### src/rtl/wb_arbiter.sv
// Writeback arbiter: two independent round-robin channels (scalar, matrix). Each channel
// merges two 1-entry completion buffers onto one registered writeback bus per cycle.

module wb_arb_slot #(
   parameter int P_W = 8
) (
   input  logic           clk_i,
   input  logic           rst_i,
   input  logic           valid_i,
   input  logic [P_W-1:0] pay_i,
   input  logic           spec_i,
   input  logic           miss_i,
   input  logic           resolved_i,
   input  logic           gnt_i,
   output logic           cand_o,
   output logic [P_W-1:0] cand_pay_o,
   output logic           ready_o
);
   logic           v_q, v_d;
   logic           spec_q, spec_d;
   logic [P_W-1:0] pay_q, pay_d;
   logic           in_live_s;

   assign ready_o = ~v_q | gnt_i;

   // Arbitration candidate: the held entry, else the incoming completion bypassing the buffer
   always_comb begin
      in_live_s = valid_i & ~(miss_i & spec_i);
      if (v_q) begin
         cand_o     = ~(miss_i & spec_q);
         cand_pay_o = pay_q;
      end else begin
         cand_o     = in_live_s;
         cand_pay_o = pay_i;
      end
   end

   // Buffer next state: hold while losing, otherwise capture whatever did not bypass
   always_comb begin
      v_d    = v_q;
      spec_d = spec_q & ~resolved_i;
      pay_d  = pay_q;
      if (v_q && !gnt_i) begin
         v_d = ~(miss_i & spec_q);
      end else begin
         v_d    = in_live_s & ~(~v_q & gnt_i);
         spec_d = spec_i & ~resolved_i;
         pay_d  = pay_i;
      end
   end

   // Buffer registers
   always_ff @(posedge clk_i) begin
      if (rst_i) begin
         v_q    <= 1'b0;
         spec_q <= 1'b0;
         pay_q  <= {P_W{1'b0}};
      end else begin
         v_q    <= v_d;
         spec_q <= spec_d;
         pay_q  <= pay_d;
      end
   end
endmodule

module wb_arb_chan #(
   parameter int P_W = 8
) (
   input  logic           clk_i,
   input  logic           rst_i,
   input  logic           a_valid_i,
   input  logic [P_W-1:0] a_pay_i,
   input  logic           a_spec_i,
   input  logic           b_valid_i,
   input  logic [P_W-1:0] b_pay_i,
   input  logic           b_spec_i,
   input  logic           miss_i,
   input  logic           resolved_i,
   output logic           a_ready_o,
   output logic           b_ready_o,
   output logic           wb_en_o,
   output logic [1:0]     wb_code_o,
   output logic [P_W-1:0] wb_pay_o
);
   localparam logic [1:0] CODE_NONE = 2'd0;
   localparam logic [1:0] CODE_A    = 2'd1;
   localparam logic [1:0] CODE_B    = 2'd2;

   logic           a_cand_s, b_cand_s;
   logic [P_W-1:0] a_cpay_s, b_cpay_s;
   logic           gnt_a_s, gnt_b_s;
   logic           prio_q, prio_d;
   logic           en_q, en_d;
   logic [1:0]     code_q, code_d;
   logic [P_W-1:0] pay_q, pay_d;

   wb_arb_slot #(.P_W(P_W)) u_slot_a (
      .clk_i      (clk_i),
      .rst_i      (rst_i),
      .valid_i    (a_valid_i),
      .pay_i      (a_pay_i),
      .spec_i     (a_spec_i),
      .miss_i     (miss_i),
      .resolved_i (resolved_i),
      .gnt_i      (gnt_a_s),
      .cand_o     (a_cand_s),
      .cand_pay_o (a_cpay_s),
      .ready_o    (a_ready_o)
   );

   wb_arb_slot #(.P_W(P_W)) u_slot_b (
      .clk_i      (clk_i),
      .rst_i      (rst_i),
      .valid_i    (b_valid_i),
      .pay_i      (b_pay_i),
      .spec_i     (b_spec_i),
      .miss_i     (miss_i),
      .resolved_i (resolved_i),
      .gnt_i      (gnt_b_s),
      .cand_o     (b_cand_s),
      .cand_pay_o (b_cpay_s),
      .ready_o    (b_ready_o)
   );

   // Round-robin grant; prio_q=1 means side B was not granted last
   always_comb begin
      gnt_a_s = 1'b0;
      gnt_b_s = 1'b0;
      if (a_cand_s && b_cand_s) begin
         gnt_a_s = ~prio_q;
         gnt_b_s = prio_q;
      end else begin
         gnt_a_s = a_cand_s;
         gnt_b_s = b_cand_s;
      end
   end

   // Output register and pointer next state; rd/data hold when nothing is granted
   always_comb begin
      prio_d = prio_q;
      en_d   = gnt_a_s | gnt_b_s;
      code_d = CODE_NONE;
      pay_d  = pay_q;
      if (gnt_a_s) begin
         prio_d = 1'b1;
         code_d = CODE_A;
         pay_d  = a_cpay_s;
      end else if (gnt_b_s) begin
         prio_d = 1'b0;
         code_d = CODE_B;
         pay_d  = b_cpay_s;
      end else begin
         code_d = CODE_NONE;
      end
   end

   // Pointer and writeback output registers
   always_ff @(posedge clk_i) begin
      if (rst_i) begin
         prio_q <= 1'b0;
         en_q   <= 1'b0;
         code_q <= CODE_NONE;
         pay_q  <= {P_W{1'b0}};
      end else begin
         prio_q <= prio_d;
         en_q   <= en_d;
         code_q <= code_d;
         pay_q  <= pay_d;
      end
   end

   assign wb_en_o   = en_q;
   assign wb_code_o = code_q;
   assign wb_pay_o  = pay_q;
endmodule

module wb_arbiter #(
   parameter int WORD_W  = 32,
   parameter int S_REG_W = 5,
   parameter int M_REG_W = 4
) (
   input  logic               CLK,
   input  logic               RST,
   input  logic               alu_valid,
   output logic               alu_ready,
   input  logic [S_REG_W-1:0] alu_rd,
   input  logic [WORD_W-1:0]  alu_data,
   input  logic               alu_spec,
   input  logic               sls_valid,
   output logic               sls_ready,
   input  logic [S_REG_W-1:0] sls_rd,
   input  logic [WORD_W-1:0]  sls_data,
   input  logic               sls_spec,
   input  logic               mls_valid,
   output logic               mls_ready,
   input  logic [M_REG_W-1:0] mls_rd,
   input  logic               mls_spec,
   input  logic               gemm_valid,
   output logic               gemm_ready,
   input  logic [M_REG_W-1:0] gemm_rd,
   input  logic               gemm_spec,
   input  logic               branch_miss,
   input  logic               branch_resolved,
   output logic               s_rw_en,
   output logic [S_REG_W-1:0] s_rw,
   output logic [WORD_W-1:0]  s_wdat,
   output logic               m_rw_en,
   output logic [M_REG_W-1:0] m_rw,
   output logic [1:0]         fu_ex,
   output logic [1:0]         fu_mx
);
   localparam int SP_W = S_REG_W + WORD_W;

   logic [SP_W-1:0] s_pay_s;

   // Scalar: side A is the ALU (code 1), side B the scalar load/store (code 2)
   wb_arb_chan #(.P_W(SP_W)) u_scalar (
      .clk_i      (CLK),
      .rst_i      (RST),
      .a_valid_i  (alu_valid),
      .a_pay_i    ({alu_rd, alu_data}),
      .a_spec_i   (alu_spec),
      .b_valid_i  (sls_valid),
      .b_pay_i    ({sls_rd, sls_data}),
      .b_spec_i   (sls_spec),
      .miss_i     (branch_miss),
      .resolved_i (branch_resolved),
      .a_ready_o  (alu_ready),
      .b_ready_o  (sls_ready),
      .wb_en_o    (s_rw_en),
      .wb_code_o  (fu_ex),
      .wb_pay_o   (s_pay_s)
   );

   // Matrix: side A is GEMM (code 1), side B the matrix load/store (code 2)
   wb_arb_chan #(.P_W(M_REG_W)) u_matrix (
      .clk_i      (CLK),
      .rst_i      (RST),
      .a_valid_i  (gemm_valid),
      .a_pay_i    (gemm_rd),
      .a_spec_i   (gemm_spec),
      .b_valid_i  (mls_valid),
      .b_pay_i    (mls_rd),
      .b_spec_i   (mls_spec),
      .miss_i     (branch_miss),
      .resolved_i (branch_resolved),
      .a_ready_o  (gemm_ready),
      .b_ready_o  (mls_ready),
      .wb_en_o    (m_rw_en),
      .wb_code_o  (fu_mx),
      .wb_pay_o   (m_rw)
   );

   assign s_rw   = s_pay_s[SP_W-1:WORD_W];
   assign s_wdat = s_pay_s[WORD_W-1:0];
endmodule

### config.mk
export PLATFORM = sky130hd
export DESIGN_NAME = wb_arbiter
export DESIGN_NICKNAME = d
export VERILOG_FILES = /design/src/rtl/wb_arbiter.sv
export SDC_FILE = /design/constraint.sdc
export NUM_CORES = 1
export LEC_CHECK = 0
export CORE_MARGIN = 1.5
export CORE_UTILIZATION = 63
export CTS_BUF_LIST = sky130_fd_sc_hd__clkbuf_4 sky130_fd_sc_hd__clkbuf_8 sky130_fd_sc_hd__clkbuf_16
export DETAILED_ROUTE_END_ITERATION = 8
export DONT_BUFFER_PORTS = 1
export PLACE_DENSITY = 0.76
export SLEW_MARGIN = 10
export SYNTH_ARGS = -nofsm -noshare
export SYNTH_HDL_FRONTEND = slang
export SYNTH_SLANG_ARGS = --single-unit
export TNS_END_PERCENT = 10
### constraint.sdc
create_clock -name CLK -period 2.7 [get_ports CLK]
set_clock_uncertainty 0.1 [all_clocks]
set_input_delay 0.27 -clock CLK [delete_from_list [all_inputs] [get_ports CLK]]
set_output_delay 0.27 -clock CLK [all_outputs]
set_load 0.005 [all_outputs]
## Word level (Yosys, flattened, before mapping)

Cells that the tools add are included.

- Register bits after elaboration: 139
- Bits of input ports: 94
- Output and inout bits: 51

- Muxes and demuxes: 32
- Bitwise gates (word level): 53
- Reductions and logical operators: 14

Operators with widths:

| cell | number |
|---|---|
| $mux 37 | 4 |
| $and 1x1->1 | 28 |
| $mux 1 | 22 |
| $not 1->1 | 19 |
| $mux 4 | 4 |
| $logic_and 1x1->1 | 6 |
| $or 1x1->1 | 6 |
| $logic_not 1->1 | 4 |
| $mux 2 | 2 |
| $reduce_bool 2->1 | 2 |
| $reduce_or 2->1 | 2 |

## Depth between registers and ports, before layout

Gate-level depths: netlist of run 1.

- Depth after elaboration: 10
- Mapped depth: 9
- Mapped depth without buffers: 6

## Cells and area by module

A second synthesis of run 1 with hierarchy kept.

- Cell total of the unflattened synthesis: 668
- Area, all modules: 6259.8 µm²

Modules (own cells, without submodules):

| module | instances | cells an instance | area each (µm²) | seq. area each (µm²) |
|---|---|---|---|---|
| wb_arb_slot at u_scalar.u_slot_a ... | 2 | 215 | 1825.5 | 780.7 |
| wb_arb_chan at u_scalar | 1 | 137 | 1619.1 | 820.8 |
| wb_arb_slot at u_matrix.u_slot_a ... | 2 | 32 | 321.6 | 120.1 |
| wb_arb_chan at u_matrix | 1 | 37 | 346.6 | 160.2 |

## Worst setup path before layout of run 1

No wires, ideal clock.

- Path kind: reg-to-reg
- From: reg u_scalar.u_slot_b.v_q
- To: reg u_scalar.u_slot_a.pay_q[18]
- Setup time: 128 ps
- Data arrival time: 1650 ps
- Required time: 2472 ps
- Setup slack: 822 ps
- Cell stages (with the launch flop): 10
- Path buffers: 4
- Clock period less this slack: 1878 ps
- Cell sequence: dfxtp_1 > clkbuf_1 > and3_4 > a211o_1 > a21bo_1 > buf_2 > buf_6 > buf_6 > mux2i_1 > nor2_1

- Longest elaborated chain between the ends: 5

Ends and longest elaborated chain:

| item | RTL line | text |
|---|---|---|
| start: declaration | 19 | `logic v_q, v_d;` |
| start signal: assignment | 59 | `v_q <= v_d;` |
| $mux 1 | 29 | `if (v_q) begin` |
| $logic_and 1x1->1 | 129 | `if (a_cand_s && b_cand_s) begin` |
| $mux 1 | 129 |  |
| $logic_not 1->1 | 43 | `if (v_q && !gnt_i) begin` |
| $logic_and 1x1->1 | 43 |  |
| end signal: assignment | 57 | `pay_q <= {P_W{1'b0}};` |
| end signal: assignment | 61 | `pay_q <= pay_d;` |
| end: declaration | 21 | `logic [P_W-1:0] pay_q, pay_d;` |

Every way passes these cells.
A chain may end at the register's enable or synchronous reset.

## Final worst setup path of run 1

- From: reg u_scalar.u_slot_a.v_q
- To: reg u_scalar.u_slot_b.v_q

- Longest elaborated chain between the ends: 7
- Elaborated cells on any way between the ends: 9
- Classes of those cells: 3 x mux; 3 x bitwise; 3 x reduce/logical

Ends and longest elaborated chain:

| item | RTL line | text |
|---|---|---|
| start: declaration | 19 |  |
| start signal: assignment | 59 |  |
| $mux 1 (*) | 29 |  |
| $logic_and 1x1->1 (*) | 129 |  |
| $mux 1 (*) | 129 |  |
| $and 1x1->1 | 46 | `v_d = in_live_s & ~(~v_q & gnt_i);` |
| $not 1->1 | 46 |  |
| $and 1x1->1 | 46 |  |
| $mux 1 (*) | 43 |  |

Every way passes the cells marked *; elsewhere a longest branch is shown, timed or not.

==> reports/qor.yml, run 1 <==
run_status: "completed"
finalSetupTns_ns: 0
clock_power_share_pct: 44.2
crit_cells: 6
ctsLongestPathBuffers: 2
p_seq_share_pct: 45.7
synth_cells: 622
yosys_warnings: 0
dieHeight_um: 100
grt-ovfl-total: 0
wl_per_cell_um: 18.7
cts_tree: "built"
numPortBuffers: 0
viasPerCell: 6.02
rsz0062_at_grt: "no"
ys_seq_elements: 139
core_um2: 9200
path_class: "reg -> reg"
cp_num_buf_inv: 2
syn_to_final_growth_pct: 25.4
yosysSeqAreaShare_pct: 47.0
die_x_um: 100
dpl.hpwl_um: 8420
grt_pass1_vias: 5053
crit_family: "compound AO/OA/AOI/OAI gates"
routed_wl_um: 15300
slowest_stage: "dlygate4sd3_1"
first_pass_iters: 4
synth_nets: 716
synth_top_area_share_pct: 47.0
fin_nets: 789
powerDensity_nw_per_um2: 678
cts_buffers: 17
drv_slew: 0
critPathMaxFanout: 39
period_minus_slack_ns: 2.51
worst_pin_slew_ns: 0.735
slew_headroom_pct: 50.9
start_util_pct: 64.4
syn-cell-area_um2: 5920
dieArea_um2: 9990
hold_depth: 3
timing.max_cap.violations: 0
grt_max_degree: 102
nFillCells: 580
worstSetupEndpointType: "flip-flop"
cpPeakStageDelay_ns: 0.60
gp_congestion: 0.805
via_count: 4934
htree_levels: 4
p_leak_nw: 3.11
avgSynthCellArea_um2: 9.52
min_path_type: "in -> reg"
synth_cell_types: 37
vdd_drop_max_uv: 463
antenna_found_initial: 0
hold_violations: 0
setup_violations: 0
yosys.area.top_type: "dfxtp_1"
drt_iter0_drc: 239
power_switching_mw: 1.25
start_kind: "flip-flop"
p_comb_share_pct: 10.1
grt_pass1_wl_um: 24100
synth.area.top_cells: "dfxtp_1, mux2i_1, mux2_2"
worstSkewPairLatency_ns: 0.51
max_freq_ghz: 0.399
p_int_mw: 3.78
cts_sinks: 139
p_sw_share_pct: 24.9
clk_pin_slew_ns: 0.06
ant_nets: 0
io_pins: 145
rows: 35
drive_gt1_share_pct: 14.0
r2r_cells: 6
root_buffer: "clkbuf_8"
path_cells: "mux2i_1 -> o221a_2 -> o21a_1 -> inv_4 -> a2111oi_2 -> dlygate4sd3_1"
drc: 0
critPathArrivalTime_ns: 2.85
antenna-diode-count: 0
critPathRequiredTime_ns: 3.04
min_period_over_period_pct: 92.9
grtUsageTotal_pct: 30.6
cts_setup_buffers: 0
worst_hold_slack_ns: 0.0540
-- cells by family after synthesis --
| family | after synthesis | share of synthesized area, % |
|---|---|---|
| AOI/OAI and AO/OA | 152 | 15.7 |
| buffers and inverters | 56 | 4.52 |
| and+or+nand+nor | 145 | 9.87 |
| DFF | 139 | 47.0 |
| muxes | 130 | 22.9 |
-- cells in the mapped netlist --
library cell,instances
dfxtp_1,139
mux2i_1,87
nand2_1,81
nor2_1,48
a21oi_1,45
mux2_2,43
o21ai_0,42
a22oi_1,38
clkbuf_1,23
buf_2,18
a211oi_1,8
nand3_1,6
inv_1,5
o22ai_1,5
nor3_1,4
buf_4,3
buf_6,3
o21ai_1,3
buf_1,2
o21a_1,2
a2111oi_2,1
a211o_1,1
a21bo_1,1
a21bo_2,1
a21boi_0,1
a31oi_1,1
a31oi_2,1
and3_4,1
clkbuf_2,1
inv_2,1
nand2b_1,1
nor2b_1,1
nor3_2,1
nor3b_1,1
o221a_2,1
o22a_1,1
or3b_1,1
-- cells in the final DEF (no fill, tap or decap), types with 2 or more instances in the layout --
cell           instances
a211oi_1               8
a21bo_2                2
a21oi_1               45
a22oi_1               38
buf_4                 12
bufinv_16              2
clkbuf_16             16
clkinv_2               4
clkinv_4               3
clkinvlp_4             3
dfxtp_1              137
dfxtp_2                2
dlygate4sd3_1         91
inv_1                  5
inv_6                  2
mux2_2                43
mux2i_1               87
nand2_1               81
nand3_1                6
nor2_1                48
nor3_1                 4
o21a_1                 2
o21ai_0               42
o21ai_1                3
o22ai_1                5
-- area by class of cell --
class                           instances  area (um^2)  share of cell area [%]
Inverter                                6         25.0                   0.337
Timing Repair Buffer                  104         1030                    13.8
Tap cell                              111          139                    1.87
Clock buffer                           18          422                    5.68
Sequential cell                       139         2790                    37.5
Multi-Input combinational cell        427         2880                    38.8
Clock inverter                         14          146                    1.97
-- power by group through the flow --
stage	combinational (mW)	clock [mW]	sequential (mW)
2_1_floorplan	0.311	0	2.31
3_3_place_gp	0.328	0	2.33
3_5_place_dp	0.342	0	2.34
4_1_cts	0.494	2.25	2.30
5_1_grt	0.557	2.34	2.32
6_report	0.508	2.22	2.30
-- worst reg2reg max path, cell delays in order (launching register included) --
cell	delay (ns)
dfxtp_2	0.36
mux2i_1	0.30
o221a_2	0.28
o21a_1	0.19
inv_4	0.19
a2111oi_2	0.44
dlygate4sd3_1	0.60
-- path summary, 6_finish.rpt --
check | to | from | slack (ns)
setup / recovery | u_scalar.u_slot_b.v_q | u_scalar.u_slot_a.v_q | 0.19
setup reg to reg | u_scalar.u_slot_b.v_q | u_scalar.u_slot_a.v_q | 0.19
hold reg to reg | u_scalar.u_slot_b.pay_q[35] | u_scalar.u_slot_b.pay_q[35] | 0.35
hold / removal | u_scalar.u_slot_a.v_q | branch_miss | 0.05
-- state kept, by name, summed over array words and instances, names as in the netlist, 2 cells and up --
name and cells:
u_matrix.u_slot_a.pay_q 4, u_matrix.u_slot_b.pay_q 4, u_matrix.wb_code_o 2, u_matrix.wb_pay_o 4, u_scalar.u_slot_a.pay_q 37, u_scalar.u_slot_b.pay_q 37, u_scalar.wb_code_o 2, u_scalar.wb_pay_o 37
-- repair_timing --
action / 4_1_cts / 5_1_grt
gates resized for setup: 0 / 2
hold buffers: 92 / 0
endpoints found under the hold margin: 138 / 0
setup endpoints to repair: 0 / 1
-- metal layers --
layer / track usage, % / wire length [um] / up-vias / part of all wire [%]
met5: 0 / 0 / - / 0
met1: 33.9 / 6180 / 2383 / 40
met2: 54.5 / 7910 / 173 / 52
met3: 9.61 / 995 / 30 / 6.5
met4: 12.2 / 239 / 0 / 1.6
li1: - / - / 2348 / -
-- stage by stage --
| step | utilization [%] | setup slack [ns] | total power [mW] | instances | area, um^2 |
|---|---|---|---|---|---|
| 6_report | 80.8 | 0.193 | 5.04 | 819 | 7430 |
| 2_1_floorplan | - | 0.822 | 2.62 | 622 | 5920 |
| 3_5_place_dp | 64.4 | 0.504 | 2.68 | 695 | 5920 |
| 4_1_cts | 80.7 | 0.179 | 5.04 | 819 | 7430 |
| 3_3_place_gp | 64.4 | 0.599 | 2.66 | 695 | 5920 |
| 5_1_grt | 80.8 | 0.0321 | 5.22 | 819 | 7430 |
Power figures use the tool's default switching activity.
==> inputs of run 2 (changes only) <==
- GPL_TIMING_DRIVEN: not set -> 0
==> run 2 against run 1 <==
First-iteration DRC count is 23% lower. Cell area is 2.5% higher. Core utilization is 2.0 points higher. Routed wire length is 6.5% higher. Non-clock buffer count is 40 higher. Count of clock-buffer cells in the layout stayed put. Critical endpoint is now sls_ready.
==> reports/qor.yml, run 2 (synthesized netlist as in run 1, its figures left out) <==
slew_headroom_pct: 48.8
worst_pin_slew_ns: 0.768
p_leak_nw: 3.20
dieArea_um2: 9990
place_ws_ns: 0.494
first_pass_iters: 4
path_class: "reg -> out"
powerDensity_nw_per_um2: 685
wl_per_cell_um: 19.0
dieHeight_um: 100
max_freq_ghz: 0.385
root_buffer: "clkbuf_8"
layout_common_cells: "dfxtp_1, dlygate4sd3_1, mux2i_1"
syn_to_final_growth_pct: 28.6
final_cells: 859
routed_wl_um: 16300
grt_pass1_vias: 5258
worstSkewPairLatency_ns: 0.52
r2r_slack_ns: 0.19
rsz0062_at_grt: "no"
critPathCapture: "sls_ready"
placed_area_um2: 6060
grt_pass1_wl_um: 25100
vdd_drop_max_uv: 436
cts_sinks: 139
gp_congestion: 0.811
htree_levels: 4
worst_hold_slack_ns: 0.0329
ctsLongestPathBuffers: 2
io_pins: 145
run_status: "completed"
nFillCells: 557
critPathArrivalTime_ns: 2.23
fin_area_um2: 7610
timing.max_cap.violations: 0
core_um2: 9200
via_count: 5118
cts_buffers: 17
start_kind: "flip-flop"
antenna_found_initial: 0
p_seq_share_pct: 44.1
cts_tree: "built"
p_int_mw: 3.90
power_switching_mw: 1.31
hold_violations: 0
p_comb_share_pct: 10.3
r2r_cells: 9
viasPerCell: 5.96
fin_util_pct: 82.8
grtUsageTotal_pct: 32.4
setup_violations: 0
dpl.hpwl_um: 9940
grt-ovfl-total: 0
numPortBuffers: 0
start_util_pct: 64.4
fin_nets: 829
clk_pin_slew_ns: 0.06
worstSetupEndpointType: "primary output"
drc: 0
period_minus_slack_ns: 2.60
min_path_type: "in -> reg"
drt_iter0_drc: 183
totalPowerFinal_mw: 5.22
startpoint: "u_scalar.u_slot_a.v_q"
critPathRequiredTime_ns: 2.33
rows: 35
ant_nets: 0
antenna-diode-count: 0
drv_slew: 0
die_x_um: 100
placed_cells: 733
p_sw_share_pct: 25.2
grt_max_degree: 17
timing.rr.end: "u_scalar.u_slot_a.spec_q"
clock_power_share_pct: 45.6
min_period_over_period_pct: 96.2
r2r-start: "u_scalar.u_slot_a.v_q"
finalSetupTns_ns: 0
final_common_cell: "dfxtp_1"
critPathMaxFanout: 10
drive_gt1_share_pct: 14.7
layout_setup_ws_ns: 0.101
==> run 2: changes by cell type in the layout (fill, tap and decap cells not counted), moves of 2 or more <==
| cell | previous run | this run |
|---|---|---|
| buf_2 | 0 | 18 |
| buf_4 | 12 | 3 |
| dlygate4sd3_1 | 91 | 94 |
| buf_1 | 0 | 2 |
| dfxtp_1 | 137 | 139 |
| dfxtp_2 | 2 | 0 |
| inv_6 | 2 | 5 |
| clkbuf_1 | 0 | 23 |
| buf_6 | 0 | 3 |
| clkinv_2 | 4 | 1 |
==> run 2: layout make-up <==
class / instances / area, um^2 / share of cell area (%)
Multi-Input combinational cell: 427 / 2880 / 37.8
Sequential cell: 139 / 2780 / 36.5
Timing Repair Buffer: 94 / 941 / 12.4
Clock buffer: 18 / 422 / 5.54
Buffer: 50 / 245 / 3.22
Clock inverter: 14 / 183 / 2.40
Tap cell: 111 / 139 / 1.82
Inverter: 6 / 22.5 / 0.296
==> run 2: timing repair <==
action | 4_1_cts | 5_1_grt
buffers inserted | 0 | 0
setup endpoints to repair | 0 | 3
endpoints found under the hold margin | 131 | 0
gates resized for setup | 0 | 3
hold buffers | 94 | 0
==> run 2: worst min path at each step <==
stage                                     endpoint            start  cells after the start
final                             u_scalar.wb_en_o        alu_valid                      3
after global routing              u_scalar.wb_en_o        alu_valid                      3
after CTS                    u_matrix.u_slot_a.v_q       gemm_valid                      3
after detailed placement  u_scalar.u_slot_b.spec_q  branch_resolved                      1
after global placement    u_matrix.u_slot_b.spec_q  branch_resolved                      1
after floorplan           u_matrix.u_slot_b.spec_q  branch_resolved                      1
==> run 2: critical path, stage by stage (launching register included) <==
cell and delay [ns]:
dfxtp_1 0.30, buf_4 0.15, mux2i_1 0.16, o221a_2 0.30
o21a_1 0.24, inv_2 0.08, clkbuf_1 0.49
==> run 2: power by group through the flow <==
stage	clock [mW]	sequential [mW]	combinational (mW)
floorplan	0	2.31	0.311
global placement	0	2.33	0.373
detailed placement	0	2.34	0.387
CTS	2.39	2.29	0.516
global route	2.49	2.31	0.583
finish	2.38	2.30	0.537
==> run 2: layer usage <==
layer | share of wire (%) | wire length [um] | vias up | track usage [%]
met1 | 39 | 6380 | 2455 | 36.4
met5 | 0 | 0 | - | 0
met3 | 7.6 | 1240 | 37 | 8.77
met4 | 2.4 | 395 | 0 | 13.0
li1 | - | - | 2435 | -
met2 | 51 | 8280 | 191 | 58.2
==> inputs of run 3 (changes only) <==
- CELL_PAD_IN_SITES_DETAIL_PLACEMENT: not set -> 0
- CELL_PAD_IN_SITES_GLOBAL_PLACEMENT: not set -> 1
- CORE_UTILIZATION: 63 -> 47
- PLACE_DENSITY: 0.76 -> 0.75
==> run 3 against run 2 <==
Fmax grew 1.7%. Sequential power about the same. Worst hold slack got worse by 0.022 ns. Sequential cell count did not move. Highest routed layer unchanged. Cell count grew 6.2%.
==> reports/qor.yml, run 3 (synthesized netlist as in run 1, its figures left out) <==
finalSetupTns_ns: 0
cts_buffers: 17
ctsLongestPathBuffers: 2
ant_nets: 0
core_um2: 12200
start_kind: "flip-flop"
worstSetupEndpointType: "flip-flop"
antenna_found_initial: 0
rsz0062_at_grt: "no"
grtUsageTotal_pct: 25.1
totalPowerFinal_mw: 4.95
dieArea_um2: 13300
dpl.hpwl_um: 10600
viasPerCell: 5.29
syn_to_final_growth_pct: 28.2
grt-ovfl-total: 0
cts_sinks: 139
via_count: 4820
worst_pin_slew_ns: 0.838
routed_wl_um: 16000
io_pins: 145
slew_headroom_pct: 44.1
critPathRequiredTime_ns: 2.97
placed_cells: 790
r2r_cells: 6
first_pass_iters: 4
layout_common_cells: "dfxtp_1, dlygate4sd3_1, mux2i_1"
cts_setup_buffers: 0
run_status: "completed"
htree_levels: 4
numPortBuffers: 0
fin_nets: 826
critPathMaxFanout: 7
start_util_pct: 48.7
min_period_over_period_pct: 94.6
grt_pass1_wl_um: 25000
placed_area_um2: 6130
max_freq_ghz: 0.392
min_path_type: "in -> reg"
die_x_um: 115
hold_depth: 3
gp_congestion: 0.773
fin_area_um2: 7590
clk_pin_slew_ns: 0.06
drc: 0
dieHeight_um: 115
nFillCells: 1085
critPathArrivalTime_ns: 2.82
worstSkewPairLatency_ns: 0.42
setup_violations: 0
cts_tree: "built"
hold_violations: 0
p_leak_nw: 3.17
worst_hold_slack_ns: 0.0112
path_class: "reg -> reg"
final_cells: 912
vdd_drop_max_uv: 498
wl_per_cell_um: 17.6
grt_pass1_vias: 4973
period_minus_slack_ns: 2.55
root_buffer: "clkbuf_16"
grt_max_degree: 17
timing.max_cap.violations: 0
antenna-diode-count: 0
drv_slew: 0
final_common_cell: "dfxtp_1"
rows: 40
powerDensity_nw_per_um2: 652
drive_gt1_share_pct: 14.5
drt_iter0_drc: 224
run 3: metrics by stage:
step           utilization, %  setup slack (ns)
2_1_floorplan               -             0.822
3_3_place_gp             50.4             0.442
3_5_place_dp             50.4             0.395
4_1_cts                  62.4             0.101
5_1_grt                  62.4           0.00500
6_report                 62.4             0.146
run 3: critical path: stages, from the launching register on:
cell           delay [ns]
dfxtp_1              0.45
mux2_2               0.39
a21oi_2              0.28
o21a_1               0.26
o21ai_0              0.10
a211oi_1             0.31
dlygate4sd3_1        0.60
run 3: per-layer routing:
layer	wire length, um	vias to the layer above	global-route usage, %	part of all wire [%]
met2	7580	141	42.1	47
li1	-	2414	-	-
met5	0	-	0	0
met4	314	0	9.71	2.0
met1	6920	2239	28.8	43
met3	1230	26	9.75	7.6
run 3: worst paths after layout:
| check | slack, ns | start | endpoint |
|---|---|---|---|
| max | 0.15 | u_matrix.u_slot_b.v_q | u_matrix.u_slot_b.spec_q |
| min | 0.01 | alu_data[18] | u_scalar.wb_pay_o[18] |
| max reg2reg | 0.15 | u_matrix.u_slot_b.v_q | u_matrix.u_slot_b.spec_q |
| min reg2reg | 0.35 | u_scalar.u_slot_b.pay_q[13] | u_scalar.u_slot_b.pay_q[13] |
run 3: cell type report:
type / instances / area (um^2) / share of cell area [%]
Inverter: 6 / 22.5 / 0.297
Tap cell: 168 / 210 / 2.77
Clock inverter: 8 / 42.5 / 0.560
Sequential cell: 139 / 2780 / 36.6
Clock buffer: 23 / 502 / 6.61
Timing Repair Buffer: 91 / 911 / 12.0
Multi-Input combinational cell: 427 / 2880 / 37.9
Buffer: 50 / 245 / 3.23
run 3: report_power, final:
| part | internal (mW) | switching [mW] |
|---|---|---|
| sequential | 2.20 | 0.0933 |
| clock | 1.29 | 0.852 |
| combinational | 0.260 | 0.255 |
| total | 3.75 | 1.20 |
run 3: repair_timing:
item,4_1_cts,5_1_grt
hold endpoints to repair,129,0
endpoints found under the setup margin,0,2
gates resized for setup,0,2
hold buffers,91,0
